### config.mk
export PLATFORM = sky130hd
export DESIGN_NAME = clock_ctrl
export DESIGN_NICKNAME = d
export VERILOG_FILES = /design/src/rtl/clock_ctrl.sv
export SDC_FILE = /design/constraint.sdc
export NUM_CORES = 1
export LEC_CHECK = 0
export BUFFER_PORTS_ARGS = -buffer_cell sky130_fd_sc_hd__buf_2
export CORE_MARGIN = 5
export CORE_UTILIZATION = 44
export DETAILED_ROUTE_END_ITERATION = 8
export PLACE_DENSITY = 0.8
export SLEW_MARGIN = 20
export SYNTH_ARGS = -nofsm -noshare
export SYNTH_HDL_FRONTEND = slang
export SYNTH_SLANG_ARGS = --single-unit
### constraint.sdc
create_clock -name clk -period 1.15 [get_ports clk]
set_input_delay 0.23 -clock clk [delete_from_list [all_inputs] [get_ports clk]]
set_output_delay 0.23 -clock clk [all_outputs]
set_load 0.02 [all_outputs]
### src/rtl/clock_ctrl.sv
// Mode/position sequencer and counter-advance pulse generator for the
// clock, alarm and stopwatch counter banks. Single clock domain, sync reset.
module clock_ctrl #(
  parameter bit SETUP_HOLD = 1'b1
) (
  input  logic       clk,
  input  logic       rst,
  input  logic       i_sw0,
  input  logic       i_sw1,
  input  logic       i_sw2,
  input  logic       i_sw3,
  input  logic       i_tick_1hz,
  input  logic       i_tick_100hz,
  input  logic       i_max_hit_sec,
  input  logic       i_max_hit_min,
  input  logic       i_sw_hit_ssec,
  input  logic       i_sw_hit_sec,
  output logic [1:0] o_mode,
  output logic [1:0] o_position,
  output logic       o_sec_clk,
  output logic       o_min_clk,
  output logic       o_hour_clk,
  output logic       o_alarm_sec_clk,
  output logic       o_alarm_min_clk,
  output logic       o_alarm_hour_clk,
  output logic       o_sw_ssec_clk,
  output logic       o_sw_sec_clk,
  output logic       o_sw_min_clk,
  output logic       o_alarm_en,
  output logic       o_stopwatch_en
);

  typedef enum logic [1:0] {
    MODE_CLOCK     = 2'd0,
    MODE_SETUP     = 2'd1,
    MODE_ALARM     = 2'd2,
    MODE_STOPWATCH = 2'd3
  } mode_t;

  typedef enum logic [1:0] {
    POS_SEC  = 2'd0,
    POS_MIN  = 2'd1,
    POS_HOUR = 2'd2
  } pos_t;

  mode_t      mode_r, mode_nxt_s;
  pos_t       position_r, pos_nxt_s;
  logic [3:0] btn_s, btn_hist_r, btn_rise_s;
  logic [3:0] hit_s, hit_hist_r, hit_rise_s;
  logic [2:0] man_time_s, man_alarm_s, pos_onehot_s;
  logic       alarm_en_nxt_s, sw_en_nxt_s;
  logic       time_run_s, sw_run_s;

  assign btn_s      = {i_sw3, i_sw2, i_sw1, i_sw0};
  assign hit_s      = {i_sw_hit_sec, i_sw_hit_ssec, i_max_hit_min, i_max_hit_sec};
  assign btn_rise_s = btn_s & ~btn_hist_r;
  assign hit_rise_s = hit_s & ~hit_hist_r;
  assign time_run_s = (SETUP_HOLD == 1'b0) || (mode_r != MODE_SETUP);
  assign sw_run_s   = ~o_stopwatch_en;
  assign o_mode     = mode_r;
  assign o_position = position_r;

  // Decode button events with sw0 > sw1 > sw2 > sw3 priority against the current mode.
  always_comb begin
    mode_nxt_s     = mode_r;
    pos_nxt_s      = position_r;
    man_time_s     = 3'b000;
    man_alarm_s    = 3'b000;
    alarm_en_nxt_s = o_alarm_en;
    sw_en_nxt_s    = o_stopwatch_en;
    case (position_r)
      POS_SEC:  pos_onehot_s = 3'b001;
      POS_MIN:  pos_onehot_s = 3'b010;
      POS_HOUR: pos_onehot_s = 3'b100;
      default:  pos_onehot_s = 3'b000;
    endcase
    if (btn_rise_s[0]) begin
      case (mode_r)
        MODE_CLOCK:  mode_nxt_s = MODE_SETUP;
        MODE_SETUP:  mode_nxt_s = MODE_ALARM;
        MODE_ALARM:  mode_nxt_s = MODE_STOPWATCH;
        default:     mode_nxt_s = MODE_CLOCK;
      endcase
      pos_nxt_s = POS_SEC;
    end else if (btn_rise_s[1]) begin
      if ((mode_r == MODE_SETUP) || (mode_r == MODE_ALARM)) begin
        case (position_r)
          POS_SEC: pos_nxt_s = POS_MIN;
          POS_MIN: pos_nxt_s = POS_HOUR;
          default: pos_nxt_s = POS_SEC;
        endcase
      end else begin
        pos_nxt_s = position_r;
      end
    end else if (btn_rise_s[2]) begin
      if (mode_r == MODE_SETUP) begin
        man_time_s = pos_onehot_s;
      end else if (mode_r == MODE_ALARM) begin
        man_alarm_s = pos_onehot_s;
      end else begin
        man_time_s = 3'b000;
      end
    end else if (btn_rise_s[3]) begin
      if (mode_r == MODE_ALARM) begin
        alarm_en_nxt_s = ~o_alarm_en;
      end else if (mode_r == MODE_STOPWATCH) begin
        sw_en_nxt_s = ~o_stopwatch_en;
      end else begin
        alarm_en_nxt_s = o_alarm_en;
      end
    end else begin
      mode_nxt_s = mode_r;
    end
  end

  // Register state, edge history and every advance pulse.
  always_ff @(posedge clk) begin
    if (rst) begin
      mode_r           <= MODE_CLOCK;
      position_r       <= POS_SEC;
      btn_hist_r       <= 4'b0000;
      hit_hist_r       <= 4'b0000;
      o_alarm_en       <= 1'b0;
      o_stopwatch_en   <= 1'b1;
      o_sec_clk        <= 1'b0;
      o_min_clk        <= 1'b0;
      o_hour_clk       <= 1'b0;
      o_alarm_sec_clk  <= 1'b0;
      o_alarm_min_clk  <= 1'b0;
      o_alarm_hour_clk <= 1'b0;
      o_sw_ssec_clk    <= 1'b0;
      o_sw_sec_clk     <= 1'b0;
      o_sw_min_clk     <= 1'b0;
    end else begin
      mode_r           <= mode_nxt_s;
      position_r       <= pos_nxt_s;
      // History tracks inputs even while pulses are gated, so no stale carry fires later.
      btn_hist_r       <= btn_s;
      hit_hist_r       <= hit_s;
      o_alarm_en       <= alarm_en_nxt_s;
      o_stopwatch_en   <= sw_en_nxt_s;
      o_sec_clk        <= (i_tick_1hz & time_run_s) | man_time_s[0];
      o_min_clk        <= (hit_rise_s[0] & time_run_s) | man_time_s[1];
      o_hour_clk       <= (hit_rise_s[1] & time_run_s) | man_time_s[2];
      o_alarm_sec_clk  <= man_alarm_s[0];
      o_alarm_min_clk  <= man_alarm_s[1];
      o_alarm_hour_clk <= man_alarm_s[2];
      o_sw_ssec_clk    <= i_tick_100hz & sw_run_s;
      o_sw_sec_clk     <= hit_rise_s[2] & sw_run_s;
      o_sw_min_clk     <= hit_rise_s[3] & sw_run_s;
    end
  end

endmodule

# Word level (Yosys, flattened, before mapping)
# Cells that the tools add are included.
[word_totals]
reg_bits = 23
inputBits = 12
out_inout_bits = 15
wordCells = 55
[op_classes]
n_eq_ne = 6
muxes = 7
bitwise = 19
n_reduce_logical = 8
[op_table]
columns = ["operator", "n"]
rows = [
  ["$mux W3", 4],
  ["$pmux W3 S3", 1],
  ["$and A4 B4 Y4", 2],
  ["$not A4 Y4", 2],
  ["$and A1 B1 Y1", 6],
  ["$eq A2 B2 Y1 const B", 3],
  ["$not A1 Y1", 6],
  ["$pmux W2 S3", 1],
  ["$reduce_and A6 Y1", 1],
  ["$reduce_or A6 Y1", 1],
  ["$reduce_and A5 Y1", 1],
  ["$eq A2 B1 Y1 const B", 2],
  ["$logic_not A2 Y1", 2],
  ["$pmux W2 S2", 1],
  ["$or A1 B1 Y1", 3],
  ["$ne A2 B1 Y1 const B", 1],
  ["$reduce_and A2 Y1", 1],
  ["$reduce_or A2 Y1", 1],
  ["$logic_or A1 B1 Y1", 1],
]

# Longest topological paths before layout
[logic_depth]
word_depth = 7
mapped_depth = 5
depth_no_buf = 5

# Least setup slack after synthesis
# No wires, ideal clock.
[synth_timing]
path_type = "register -> register"
start = "reg mode_r[0], in the netlist o_mode[0]"
end = "reg position_r[1], in the netlist o_position[1]"
setup_time_ns = 0.132
t_arrival_ns = 1.210
setup_slack_ns = -0.192
path_stages_with_launch = 6
path_buffers = 0
synth_period_minus_slack_ns = 1.342
cell_sequence = "dfxtp_1 inv_1 ha_1 nand2_1 mux2i_1 nor3_1"
[synth_between]
elab_chain_len = 3
[synth_lines]
columns = ["item", "line_no", "source"]
rows = [
  ["start: declaration", "46", "mode_t mode_r, mode_nxt_s;"],
  ["start signal: assignment", "135", "mode_r <= mode_nxt_s;"],
  ["$eq A2 B1 Y1 / $eq A2 B2 Y1 (equally long branches)", "86", "if ((mode_r == MODE_SETUP) || (mode_r == MODE_ALARM)) begin"],
  ["$logic_or A1 B1 Y1 *", "86", ""],
  ["$reduce_and A2 Y1 (no source line) *", "-", ""],
  ["end signal: assignment", "136", "position_r <= pos_nxt_s;"],
  ["end: declaration", "47", "pos_t position_r, pos_nxt_s;"],
]
# Mark *: on every way between the ends. The rest lies on a longest branch, timed or not.
# A chain may end at the register's enable or synchronous reset.

# Worst setup path after layout
[layout_timing]
start = "reg btn_hist_r[2]"
end = "reg o_alarm_sec_clk"
[layout_between]
elab_chain_len = 4
[layout_lines]
columns = ["item", "line_no", "source"]
rows = [
  ["start: declaration", "48", "logic [3:0] btn_s, btn_hist_r, btn_rise_s;"],
  ["start signal: assignment", "138", "btn_hist_r <= btn_s;"],
  ["$not A4 Y4", "56", "assign btn_rise_s = btn_s & ~btn_hist_r;"],
  ["$and A4 B4 Y4", "56", ""],
  ["$not A1 Y1 (no source line)", "-", ""],
  ["$reduce_or A6 Y1 (no source line)", "-", ""],
  ["end signal: assignment", "145", "o_alarm_sec_clk <= man_alarm_s[0];"],
  ["end: declaration", "23", "output logic o_alarm_sec_clk,"],
]
# No other way between the ends.

==> results.md <==
- Footprint of the multi-input gates: approximately 460 um2
- Antenna violations before repair: 0
- Status: finished, violations left
- CTS Buf Count: 3
- Synth Net Count: approximately 100
- Cts hold-fix bufs: 0
- Share of cells above drive strength 1: approximately 50%
- Clk slew on worst S/H paths: 0.13 ns
- Max rail drop VDD: around 0.00086 V
- Initial Util: between 40% and 50%
- Setup_tns: -0.04179 ns
- Post-Syn Area per Cell: roughly 10 um2
- Pwr/cell area: roughly 1200 mW/mm2
- Worst path required time: between 1 and 1.5 ns
- Clock root buffer: clkbuf_4
- Final global-route overflow total: 0
- Setup Crit Path Kind: flop to flop
- CTS tree: done
- Vias in the first global route: slightly below 700
- Synth Area in Compound Gates: about 4.6%
- Pre-CTS WS: -0.03236 ns
- Core area: 0.001962 mm2
- Synth area leader: dfxtp_1
- Synth Area in XOR/XNOR: 0%
- Detailed Routing Iterations Pass 1: 4
- Detailed-route wire length: about 1900 um
- Antenna Cells: 0
- H-Tree Level Count: 1
- RePlAce Congestion: between 0.7 and 0.8
- Share of Yosys cell area claimed by the top area cell type: 51.11%
- Post-synthesis simple-gate area fraction: roughly a third
- Final core utilization: 63.33%
- FF+latch area: roughly 480 um2
- Area contributors post-synth: dfxtp_1 51%, nor2b_1 6.9%, ha_1 5.6%
- CP Launch Type: flop
- Final Cycle Share: 101.8%
- Unique cell type count in the Yosys netlist: 27
- Die Ht: about 55 um
- DR WL/cell: roughly 13 um
- Setup Viol. Count Final: 4
- Pin count of the biggest net entering global routing: 19
- DP Wirelength: 1322 um
- Multiplexer share of the synthesized area: 3.333%
- First-pass GRT wire length: between 3000 and 4000 um
- Max-Cap Viols: 0
- CP Capture Type: flop
- Commonest cells in the netlist: 23 x dfxtp_1, 10 x nor2b_1, 9 x nor2_1
- Max frequency: between 800 and 900 MHz
- Clock Latency Late Sink: about 0.31 ns
- Final hold vios: 0
- ANT nets after route: 0
- DIE WIDTH: between 50 and 60 um
- Final min period: between 1 and 1.5 ns
- Fill count: about 170
- Overall Global Routing Usage: 12.55%
- Least-Margin Pin Slew: 0.2498 ns
- Pwr Total: approximately 0.0015 W
- RSZ-0062 raised after global routing: true
- Nets: 140
- Relative slew margins: 83.22%
- Post-Synth Adder-Cell Area: between 5 and 6%
- Post-synth EDFFs: 0
- Failing checks: setup timing
- Syn Inst Count: 86
- Share of flip-flops with an asynchronous set or reset: 0%
- I/O Buffers: 26
- Top-count cell post-synth: dfxtp_1
- Clock skew: around 0.0038 ns
- Area Growth Syn to Fin: 37.92%
- Die Footprint: 0.003053 mm2
- Synth warn: 0
- Final WS setup: -0.02050 ns
- CP Max Fanout: 3
- Sequential area share after synthesis: 51.11%
- Hold Path Class: input pin to flop
- Synth Register Bits: 23
- DR vias/cell: ~4.6
- Leak: 0.5918 nW
- Main flop type after synthesis: dfxtp_1
- DRC Markers: 0
- DR iter-0 viols: 11
- Vias: about 700
- Largest family of logic cells by synthesized area: simple AND/OR/NAND/NOR gates
- Synthesized area: 900.9 um2
- Final Slew Violations: 0
- Clock Path Buffers: 2
- IO Count: 27
- Worst Path Arrival: approximately 1.4 ns
- Num rows: 16
- CTS Sinks: 23
worst paths after layout:
path,from,end,slack (ns),depth (start not counted)
worst min-delay path,i_tick_100hz,o_sw_ssec_clk,0.12,2
worst max register to register,btn_hist_r[2],o_alarm_sec_clk,-0.02,5
worst max-delay path,btn_hist_r[2],o_alarm_sec_clk,-0.02,5
worst min register to register,hit_hist_r[2],o_sw_sec_clk,0.40,1
logic make-up (layout without fill, tap and decap cells):
| family | Yosys count | count (layout) |
|---|---|---|
| simple gates | 43 | 43 |
| flops | 23 | 23 |
| compound gates | 7 | 7 |
| buf+inv | 6 | 43 |
| fa+ha+maj | 4 | 4 |
| mux | 3 | 3 |
worst max-delay path, cell delays in order (launching register included):
cell	delay (ns)
dfxtp_1	0.33
nand2b_4	0.14
buf_6	0.12
nor4_4	0.25
nand3b_4	0.12
nor3_1	0.16
layout make-up:
type	instances	share of cell area, %
clock buffers	3	1.813
well taps	27	2.719
clock inverters	1	0.4028
multi-input cells	57	37.36
repair buffers	36	18.43
flip-flops and latches	23	38.37
inverters	3	0.9063
power by group:
group	internal, W	leakage (nW)	switching, W
registers	0.000822	0.191	0.0000150
clock network	0.000130	0.0177	0.000244
logic	0.000121	0.383	0.000122
total	0.00107	0.592	0.000381
sequential cells by signal, indices dropped and copies added, names as in the netlist:
| name | cells |
|---|---|
| btn_hist_r | 4 |
| hit_hist_r | 4 |
| o_alarm_en | 1 |
| o_alarm_hour_clk | 1 |
| o_alarm_min_clk | 1 |
| o_alarm_sec_clk | 1 |
| o_hour_clk | 1 |
| o_min_clk | 1 |
| o_mode | 2 |
| o_position | 2 |
| o_sec_clk | 1 |
| o_stopwatch_en | 1 |
| o_sw_min_clk | 1 |
| o_sw_sec_clk | 1 |
| o_sw_ssec_clk | 1 |
through the flow:
stage | instances | area (um2) | hold WS (ns)
after floorplan | 86 | 925.9 | 0.3517
after CTS | 146 | 1196 | 0.1224
after global routing | 150 | 1242 | 0.09368
after detailed placement | 142 | 1115 | 0.3877
final | 150 | 1242 | 0.1191
after global placement | 142 | 1115 | 0.3786
metal layers:
layer	routed length, um	global-route usage (%)	share of wire (%)
met5	0	0	0
met4	11	8.333	0.58
met3	103	4.196	5.5
met2	956	19.59	51
met1	812	14.45	43
cells in the final DEF (no fill, tap or decap), types with 3 or more instances in the layout:
cell / n
nor2_1: 8
nor3_1: 3
buf_4: 7
buf_2: 24
a21oi_1: 5
mux2i_1: 3
nor2b_1: 10
dfxtp_1: 18
buf_6: 5
clkbuf_4: 3
dfxtp_4: 4
repair_timing:
action,in CTS,in global routing
gates resized for setup,15,5
pin swaps,3,0
setup endpoints to repair,11,15
hold endpoints to repair,0,0
buffers inserted,0,4
No activity file was read; power rests on OpenSTA's default activity.
